<file path="config.mk">
export PLATFORM = sky130hd
export DESIGN_NAME = inst_fetch_unit
export DESIGN_NICKNAME = d
export VERILOG_FILES = /design/src/rtl/inst_fetch_unit_pkg.sv /design/src/rtl/inst_fetch_unit_fifo.sv /design/src/rtl/inst_fetch_unit.sv
export SDC_FILE = /design/constraint.sdc
export NUM_CORES = 1
export LEC_CHECK = 0
export BUFFER_PORTS_ARGS = -buffer_cell sky130_fd_sc_hd__buf_2
export CORE_ASPECT_RATIO = 1.4
export CORE_UTILIZATION = 56
export DETAILED_ROUTE_END_ITERATION = 12
export PLACE_DENSITY_LB_ADDON = 0.1
export SLEW_MARGIN = 20
export SYNTH_ARGS = -nofsm -noshare
export SYNTH_HDL_FRONTEND = slang
export SYNTH_SLANG_ARGS = --single-unit
</file>
<file path="constraint.sdc">
create_clock -name clock -period 3.84 [get_ports clock]
set_input_delay 0.384 -clock clock [delete_from_list [all_inputs] [get_ports clock]]
set_output_delay 0.384 -clock clock [all_outputs]
set_load 0.1 [all_outputs]
</file>
<file path="src/rtl/inst_fetch_unit_pkg.sv">
// Shared definitions for the instruction fetch unit.
// Contents: instruction width, HALT opcode, PC step, fetch FSM encoding,
// the fetch-entry layout at the default 16-bit PC width, and a HALT
// decode helper.
package inst_fetch_unit_pkg;

  localparam int         INSTR_W = 16;
  localparam int         PC_W    = 16;
  localparam int         PC_STEP = 2;
  localparam logic [3:0] OP_HALT = 4'b1111;

  typedef enum logic [1:0] {
    IDLE   = 2'b00,
    RUN    = 2'b01,
    HALTED = 2'b10
  } fetch_state_e;

  // Layout of one buffered entry: instruction word above its byte PC.
  typedef struct packed {
    logic [INSTR_W-1:0] instr;
    logic [PC_W-1:0]    pc;
  } fetch_entry_t;

  function automatic logic is_halt(input logic [3:0] opcode);
    return opcode == OP_HALT;
  endfunction

endpackage

</file>
<file path="src/rtl/inst_fetch_unit_fifo.sv">
// fetch_fifo: synchronous shift-style FIFO whose entry 0 is always the
// head, so the head output is a plain register (no read mux on the ptr).
// Ports:
//   clock, reset_n  clock / async active-low reset
//   push_i, data_i  write one entry (ignored when full)
//   pop_i           drop the head (ignored when empty)
//   flush_i         empty the FIFO; wins over push and pop
//   head_o          head entry
//   head_vld_o      FIFO not empty
//   count_o         occupancy
module fetch_fifo #(
  parameter int  DEPTH  = 2,
  parameter int  DATA_W = 32,
  localparam int CNT_W  = $clog2(DEPTH + 1)
) (
  input  logic              clock,
  input  logic              reset_n,
  input  logic              push_i,
  input  logic [DATA_W-1:0] data_i,
  input  logic              pop_i,
  input  logic              flush_i,
  output logic [DATA_W-1:0] head_o,
  output logic              head_vld_o,
  output logic [CNT_W-1:0]  count_o
);

  logic [DEPTH-1:0][DATA_W-1:0] mem_q, mem_d;
  logic [CNT_W-1:0]             cnt_q, cnt_d;

  always_comb begin
    mem_d = mem_q;
    cnt_d = cnt_q;
    if (flush_i) begin
      cnt_d = '0;
    end else begin
      if (pop_i && cnt_q != '0) begin
        for (int i = 0; i < DEPTH - 1; i++) mem_d[i] = mem_q[i+1];
        cnt_d = cnt_q - 1'b1;
      end
      // Write lands behind whatever survives the pop this cycle.
      if (push_i && int'(cnt_d) < DEPTH) begin
        for (int i = 0; i < DEPTH; i++)
          if (CNT_W'(i) == cnt_d) mem_d[i] = data_i;
        cnt_d = cnt_d + 1'b1;
      end
    end
  end

  always_ff @(posedge clock or negedge reset_n) begin
    if (!reset_n) begin
      mem_q <= '0;
      cnt_q <= '0;
    end else begin
      mem_q <= mem_d;
      cnt_q <= cnt_d;
    end
  end

  assign head_o     = mem_q[0];
  assign head_vld_o = cnt_q != '0;
  assign count_o    = cnt_q;

endmodule

</file>
<file path="src/rtl/inst_fetch_unit.sv">
// inst_fetch_unit: fetch stage for the 16-bit MIPS core. Owns the PC,
// reads a synchronous instruction ROM, buffers words in fetch_fifo and
// hands {ir, ir_pc} to decode over valid/ready.
// Ports:
//   clock, reset_n            clock / async active-low reset
//   imem_req, imem_addr       ROM read enable and word address
//   imem_data                 ROM data, valid the cycle after imem_req
//   redirect_valid/_pc        load a new PC and flush everything in flight
//   ir_valid, ir_ready        decode handshake
//   ir, ir_pc                 head instruction and its byte PC
// Optional (macro FETCH_PERF_EN):
//   perf_fetched              words pushed into the buffer (wraps)
//   perf_flushed              buffered + in-flight words dropped by redirects
module inst_fetch_unit
  import inst_fetch_unit_pkg::*;
#(
  parameter int ADDR_W     = 16,
  parameter int IMEM_AW    = 10,
  parameter int FIFO_DEPTH = 2
) (
  input  logic               clock,
  input  logic               reset_n,
  output logic               imem_req,
  output logic [IMEM_AW-1:0] imem_addr,
  input  logic [INSTR_W-1:0] imem_data,
  input  logic               redirect_valid,
  input  logic [ADDR_W-1:0]  redirect_pc,
  output logic               ir_valid,
  input  logic               ir_ready,
  output logic [INSTR_W-1:0] ir,
  output logic [ADDR_W-1:0]  ir_pc
`ifdef FETCH_PERF_EN
  ,
  output logic [15:0]        perf_fetched,
  output logic [15:0]        perf_flushed
`endif
);

  localparam int CNT_W  = $clog2(FIFO_DEPTH + 1);
  localparam int CW1    = CNT_W + 1;
  localparam int DATA_W = INSTR_W + ADDR_W;

  fetch_state_e      state_q, state_d;
  logic [ADDR_W-1:0] fetch_pc_q, fetch_pc_d;
  logic [ADDR_W-1:0] rsp_pc_q;
  logic              rsp_vld_q;
  logic              push, pop;
  logic [CNT_W-1:0]  occ;
  logic [CW1-1:0]    credit_used;
  logic [DATA_W-1:0] head;

  assign pop  = ir_valid & ir_ready;
  // A response arriving in a redirect cycle belongs to the old stream.
  assign push = rsp_vld_q & ~redirect_valid;

  // Slots already claimed once this cycle's pop retires. pop implies
  // occ >= 1, so this never underflows.
  assign credit_used = CW1'(occ) + CW1'(rsp_vld_q) - CW1'(pop);

  always_comb begin
    state_d    = state_q;
    fetch_pc_d = fetch_pc_q;
    imem_req   = (state_q == RUN) & ~redirect_valid &
                 (int'(credit_used) < FIFO_DEPTH);
    unique case (state_q)
      IDLE:    state_d = RUN;
      RUN:     if (push && is_halt(imem_data[INSTR_W-1 -: 4])) state_d = HALTED;
      HALTED:  if (redirect_valid) state_d = RUN;
      default: state_d = IDLE;
    endcase
    // Masking bit 0 (rather than slicing) keeps every redirect_pc bit used.
    if (redirect_valid)
      fetch_pc_d = redirect_pc & ~ADDR_W'(1);
    else if (imem_req)
      fetch_pc_d = fetch_pc_q + ADDR_W'(PC_STEP);
  end

  always_ff @(posedge clock or negedge reset_n) begin
    if (!reset_n) begin
      state_q    <= IDLE;
      fetch_pc_q <= '0;
      rsp_pc_q   <= '0;
      rsp_vld_q  <= 1'b0;
    end else begin
      state_q    <= state_d;
      fetch_pc_q <= fetch_pc_d;
      // imem_req is already low during a redirect, which clears it.
      rsp_vld_q  <= imem_req;
      if (imem_req) rsp_pc_q <= fetch_pc_q;
    end
  end

  assign imem_addr = fetch_pc_q[IMEM_AW:1];

  fetch_fifo #(
    .DEPTH  (FIFO_DEPTH),
    .DATA_W (DATA_W)
  ) u_fifo (
    .clock      (clock),
    .reset_n    (reset_n),
    .push_i     (push),
    .data_i     ({imem_data, rsp_pc_q}),
    .pop_i      (pop),
    .flush_i    (redirect_valid),
    .head_o     (head),
    .head_vld_o (ir_valid),
    .count_o    (occ)
  );

  assign ir    = head[DATA_W-1 -: INSTR_W];
  assign ir_pc = head[ADDR_W-1:0];

`ifdef FETCH_PERF_EN
  logic [15:0] perf_fetched_q, perf_flushed_q;

  always_ff @(posedge clock or negedge reset_n) begin
    if (!reset_n) begin
      perf_fetched_q <= '0;
      perf_flushed_q <= '0;
    end else begin
      if (push) perf_fetched_q <= perf_fetched_q + 16'd1;
      if (redirect_valid)
        perf_flushed_q <= perf_flushed_q + 16'(occ) + 16'(rsp_vld_q);
    end
  end

  assign perf_fetched = perf_fetched_q;
  assign perf_flushed = perf_flushed_q;
`endif

endmodule

</file>
==> results.md, run 1 <==
- Clock Tree Root: clkbuf_16
- Flops & latches, synth: 98
- # setup viols final: 0
- Initial antenna violation count: 0
- Outcome: finished, final reports clean
- Number of remaining DRC errors: 0
- EDFF count, synth: 0
- Reg area: 2450 sq um
- Layout Skew: 0.00422 ns
- Row count: 39
- Global route total overflow: 0
- Routed WL: 8.62 mm
- Syn nets: 491
- Crit path kind: reg2out
- Die Height: 111 um
- DR vias/cell: 5.57
- Register area share after synthesis: 51.6%
- Critical Path RT: 3.46 ns
- Final min period: 3.66 ns
- Commonest non-fill, non-tap cell in the layout: dfrtp_1
- Pre-antenna DRT Iters: 4
- Setup TNS: 0 ns
- Multi-input logic area: 1860 sq um
- Reg2reg path depth: 12
- CP max FO: 17
- Chip width: 79.9 um
- Commonest cells after routing, fill and taps aside: dfrtp_1 (98), nand2_1 (80), buf_2 (76)
- Detailed Place HPWL: 5.82 mm
- R2r setup slk: 0.39 ns
- Async SR Flop Fraction: 100%
- Layout fillers: 680
- WL met1: 3.77 mm
- Die ar.: 8860 sq um
- Endpoint class of the critical path: output port
- CTS tree: built
- Core area: 8200 sq um
- Dpl ws: 0.355 ns
- Fmax: 0.273 GHz
- Final hold vios: 0
- Worst Tran Pin Value: 0.845 ns
- Gr usage total: 21.3%
- Yosys warns: 0
- Clock Sinks: 98
- Nets@finish: 528
- Reg2reg end: fetch_pc_q[15]$_DFFE_PN0P_
- Post-Syn Instances: 449
- R2r startpoint: u_fifo.count_o[1]$_DFF_PN0_
- RSZ-0062 raised after global routing: false
- Max H-tree Level: 3
- IO buf count: 78
- Wire per inst: 14.5 um
- Worst slew margin: 43.7%
- Num ports: 80
- Share of cells above drive strength 1: 32.0%
- Max_cap viols: 0
- Post-route antenna net violation count: 0
- Max Slew Vio Count: 0
- Met3 wire len: 349 um
- First-pass GRT wire length: 14.6 mm
- Setup crit start kind: flip-flop
- TritonCTS Buffers: 9
- Number of distinct library cells after synthesis: 46
- Maximum clock path buffer count: 2
- Initial Utilization: 58.0%
- DRT iter0 DRCs: 141
- Syn_area_per_cell: 10.6 sq um
- Post-route setup slack: 0.176 ns
- CTS Hold Bufs: 0
- Area Overhead vs Synth: 11.1%
- Final GP Congestion: 0.805
- Via Count: 3,304
- Max layer used: met4
- Fin crit share: 95.4%
- WP data arrival: 3.28 ns
- Synthesized cell area: 4750 sq um
- Hold/Removal Path Class: in2async
- Clock transition at path regs: 0.06 ns
- Vias in the first global route: 3,129
- Antenna cell count: 0
- Synth Flop Type: dfrtp_1
- Detail Route met2 WL: 4.38 mm
- Largest net degree at the start of global routing: 71
- Worst skew pair latency: 0.33 ns
-- state kept, by name, indices dropped and copies added, names as in the netlist --
register        flops
u_fifo.head_o      32
u_fifo.mem_q       31
fetch_pc_q         15
rsp_pc_q           15
state_q             2
u_fifo.count_o      2
rsp_vld_q           1
-- cells in the mapped netlist, types with 2 or more instances --
cell type / instances / area share (%)
dfrtp_1: 98 / 52
nand2_1: 80 / 6.3
mux2_2: 44 / 10
buf_4: 43 / 6.8
nor2_1: 36 / 2.8
a31oi_1: 31 / 4.1
clkbuf_1: 16 / 1.3
o21ai_0: 8 / 0.84
nor2b_1: 7 / 0.92
inv_1: 6 / 0.47
nor3_1: 6 / 0.63
xnor2_1: 6 / 1.1
ha_1: 5 / 1.3
mux2i_1: 5 / 1.1
nand3_1: 5 / 0.53
nor4_1: 4 / 0.53
a21oi_1: 3 / 0.32
a221o_1: 3 / 0.63
a22oi_1: 3 / 0.47
buf_6: 3 / 0.71
nand2b_1: 3 / 0.39
nand4_1: 3 / 0.39
nor3b_1: 3 / 0.47
buf_1: 2 / 0.16
buf_2: 2 / 0.21
mux2_1: 2 / 0.47
nand3b_1: 2 / 0.32
o31a_1: 2 / 0.37
-- worst max-delay path, cell delays in order, from the launching register on --
cell	delay (ns)
dfrtp_1	0.47
inv_1	0.11
ha_1	0.21
nand2b_2	0.24
inv_1	0.12
ha_1	0.28
inv_1	0.09
nand2_1	0.07
fa_1	0.38
xor2_1	0.17
buf_4	0.19
nor3_2	0.23
buf_12	0.20
buf_12	0.18
-- cell families (layout without fill, tap and decap cells) --
logic type	after synthesis	after routing	share of synthesized area [%]
XOR/XNOR	7	7	1.29
buffers and inverters	72	114	9.61
flip-flops	98	98	51.6
adder cells (fa/ha/maj)	6	6	1.74
multiplexers	51	51	12.0
AO/OA/AOI/OAI	56	56	7.95
AND/OR/NAND/NOR	159	159	15.9
-- metrics by stage --
step | std cells | hold slack [ns] | cell area (sq um) | util [%]
CTS | 590 | 0.195 | 5260 | 64.1
global route | 593 | 0.221 | 5280 | 64.4
detailed placement | 574 | 0.483 | 4970 | 60.7
finish | 593 | 0.149 | 5280 | 64.4
global placement | 574 | 0.468 | 4970 | 60.7
floorplan | 449 | 0.0884 | 4750 | -
-- worst max path at each step --
| stage | start | to | cells past startpoint |
|---|---|---|---|
| final | u_fifo.count_o[1]$_DFF_PN0_ | imem_req | 13 |
| after global routing | u_fifo.count_o[1]$_DFF_PN0_ | imem_req | 13 |
| after CTS | u_fifo.count_o[1]$_DFF_PN0_ | imem_req | 12 |
| after detailed placement | u_fifo.count_o[1]$_DFF_PN0_ | fetch_pc_q[15]$_DFFE_PN0P_ | 12 |
| after global placement | u_fifo.count_o[1]$_DFF_PN0_ | fetch_pc_q[15]$_DFFE_PN0P_ | 12 |
| after floorplan | u_fifo.count_o[1]$_DFF_PN0_ | rsp_pc_q[10]$_DFFE_PN0P_ | 13 |
-- what timing repair did --
| action | 4_1_cts | 5_1_grt |
|---|---|---|
| gates resized for setup | 0 | 1 |
| setup buffers | 0 | 3 |
| endpoints found under the setup margin | 0 | 1 |
-- metal layers --
metal / vias up / track usage [%]
met2: 77 / 35.5
met1: 1632 / 27.0
met4: 0 / 6.90
met5: - / 0
met3: 13 / 5.35
li1: 1582 / -
-- cell type report --
cell class / instances / area share [%]
Clock buffer: 14 / 5.19
Clock inverter: 2 / 0.190
Sequential cell: 98 / 46.4
Tap cell: 102 / 2.42
Multi-Input combinational cell: 279 / 35.2
Timing Repair Buffer: 92 / 10.2
Inverter: 6 / 0.426
Power of run 1 is left out: the tool's default activity adds up to more than one toggle a clock period on the data nets, which glitch-free logic cannot reach.
==> inputs of run 2 (changes only) <==
CORE_UTILIZATION = 51   (was 56)
clock period = 3.25 ns   (was 3.84 ns; I/O delays follow)
==> run 2 against run 1 <==
Critical path depth fell by 1. Sequential share of layout area fell by 0.73 points. Hold slack worse by 0.15 ns. Register-to-register slack got worse by 0.26 ns. Via count fell by 4.5%. Design area grew 1.7%. Largest cell class unchanged.
==> results.md, run 2 (synthesis results as in run 1) <==
- Outcome: finished, final reports clean
- RSZ-0062 raised after global routing: false
- First-pass GRT wire length: 14.4 mm
- Commonest cells after routing, fill and taps aside: dfrtp_1 (97), nand2_1 (80), buf_2 (76)
- Share of cells above drive strength 1: 33.9%
- Critical Path RT: 2.92 ns
- TritonCTS Buffers: 9
- Initial Utilization: 52.6%
- Layout Skew: 0.00584 ns
- CP bufs+invs: 5
- Die Height: 116 um
- Routed WL: 8.70 mm
- Global route total overflow: 0
- CP max-delay cell: fa_2
- Gr usage total: 19.0%
- Die ar.: 9710 sq um
- WP data arrival: 2.80 ns
- Post-route antenna net violation count: 0
- Max FFs per register: 32
- Number of remaining DRC errors: 0
- Maximum clock path buffer count: 2
- Setup crit start kind: flip-flop
- CTS Hold Bufs: 0
- Worst Hold Slack: 0.00354 ns
- Worst Tran Pin Value: 0.819 ns
- Vias in the first global route: 2,870
- CTS tree: built
- Clock transition at path regs: 0.07 ns
- Fmax: 0.320 GHz
- Row count: 41
- Endpoint class of the critical path: output port
- Num ports: 80
- CP max FO: 4
- Max_cap viols: 0
- IO buf count: 78
- Hold/Removal Path Class: in2async
- Worst slew margin: 45.2%
- Final min period: 3.13 ns
- # setup viols final: 0
- Antenna cell count: 0
- Crit path max-delay family: adder cells
- Area Overhead vs Synth: 13.0%
- Final GP Congestion: 0.795
- Largest net degree at the start of global routing: 99
- Nets@finish: 529
- Core area: 9030 sq um
- Chip width: 83.6 um
- Fin crit share: 96.2%
- DRT iter0 DRCs: 172
- Max H-tree Level: 3
- Clock Tree Root: clkbuf_16
- Via Count: 3,154
- DR vias/cell: 5.27
- Commonest non-fill, non-tap cell in the layout: dfrtp_1
- Worst skew pair latency: 0.34 ns
- Max Slew Vio Count: 0
- Final hold vios: 0
- Clock Sinks: 98
- Detailed Place HPWL: 5.81 mm
- Wire per inst: 14.5 um
- CP cell instances: inv_2, ha_4, nand2b_4, inv_2, ha_4, inv_1, nand2_1, fa_2, nand3b_1, nor3_4, buf_12, buf_12
- Initial antenna violation count: 0
- Pre-antenna DRT Iters: 4
- Crit path kind: reg2out
- CP peak stage delay: 0.55 ns
## run 2: metal layers
layer / vias to the layer above / wire length (um) / GRT usage [%]
li1: 1576 / - / -
met1: 1499 / 4080 / 25.2
met2: 63 / 4100 / 29.9
met3: 16 / 278 / 3.32
met4: 0 / 251 / 10.3
met5: - / 0 / 0
## run 2: worst paths after layout
check | startpoint | endpoint | slack (ns) | depth (start not counted)
worst max-delay path | u_fifo.count_o[1]$_DFF_PN0_ | imem_req | 0.12 | 12
worst min register to register | u_fifo.mem_q[39]$_DFFE_PN0P_ | u_fifo.mem_q[39]$_DFFE_PN0P_ | 0.49 | 1
worst min-delay path | reset_n | u_fifo.head_o[24]$_DFFE_PN0N_ | 0.004 | 2
min in group clock | redirect_pc[4] | fetch_pc_q[4]$_DFFE_PN0P_ | 0.19 | 3
max in group asynchronous | reset_n | u_fifo.mem_q[48]$_DFFE_PN0P_ | 2.80 | 2
worst max register to register | u_fifo.count_o[1]$_DFF_PN0_ | fetch_pc_q[15]$_DFFE_PN0P_ | 0.13 | 12
## run 2: area by class of cell
class	instances	area, sq um
Clock buffer	11	253
Clock inverter	5	52.6
Fill cell	790	3660
Inverter	6	22.5
Multi-Input combinational cell	279	1900
Sequential cell	98	2450
Tap cell	107	134
Timing Repair Buffer	93	558
## run 2: timing repair
action,in CTS,in global routing
setup endpoints to repair,2,6
cloned,0,0
pin swaps,1,2
gates resized for setup,3,4
buffers inserted,2,0
## run 2: worst reg2reg max path, cell delays in order, from the launching register on
cell      delay, ns
dfrtp_2        0.41
inv_2          0.09
ha_4           0.14
nand2b_4       0.15
inv_2          0.07
ha_4           0.22
inv_1          0.08
nand2_1        0.07
fa_2           0.55
nand4b_1       0.14
or4b_4         0.51
o31a_1         0.29
o31a_1         0.28
## run 2: metrics by stage
stage / util (%) / TNS (ns) / area (sq um) / std cells / setup WS, ns
final: 59.5 / 0 / 5370 / 599 / 0.124
after global routing: 59.5 / 0 / 5370 / 599 / 0.00826
after CTS: 59.4 / 0 / 5360 / 599 / 0.00649
after detailed placement: 55.6 / -0.0376 / 5020 / 581 / -0.0376
after global placement: 55.6 / 0 / 5020 / 581 / 0.0959
after floorplan: - / 0 / 4770 / 449 / 0.0525
Power of run 2 is left out for the same reason.
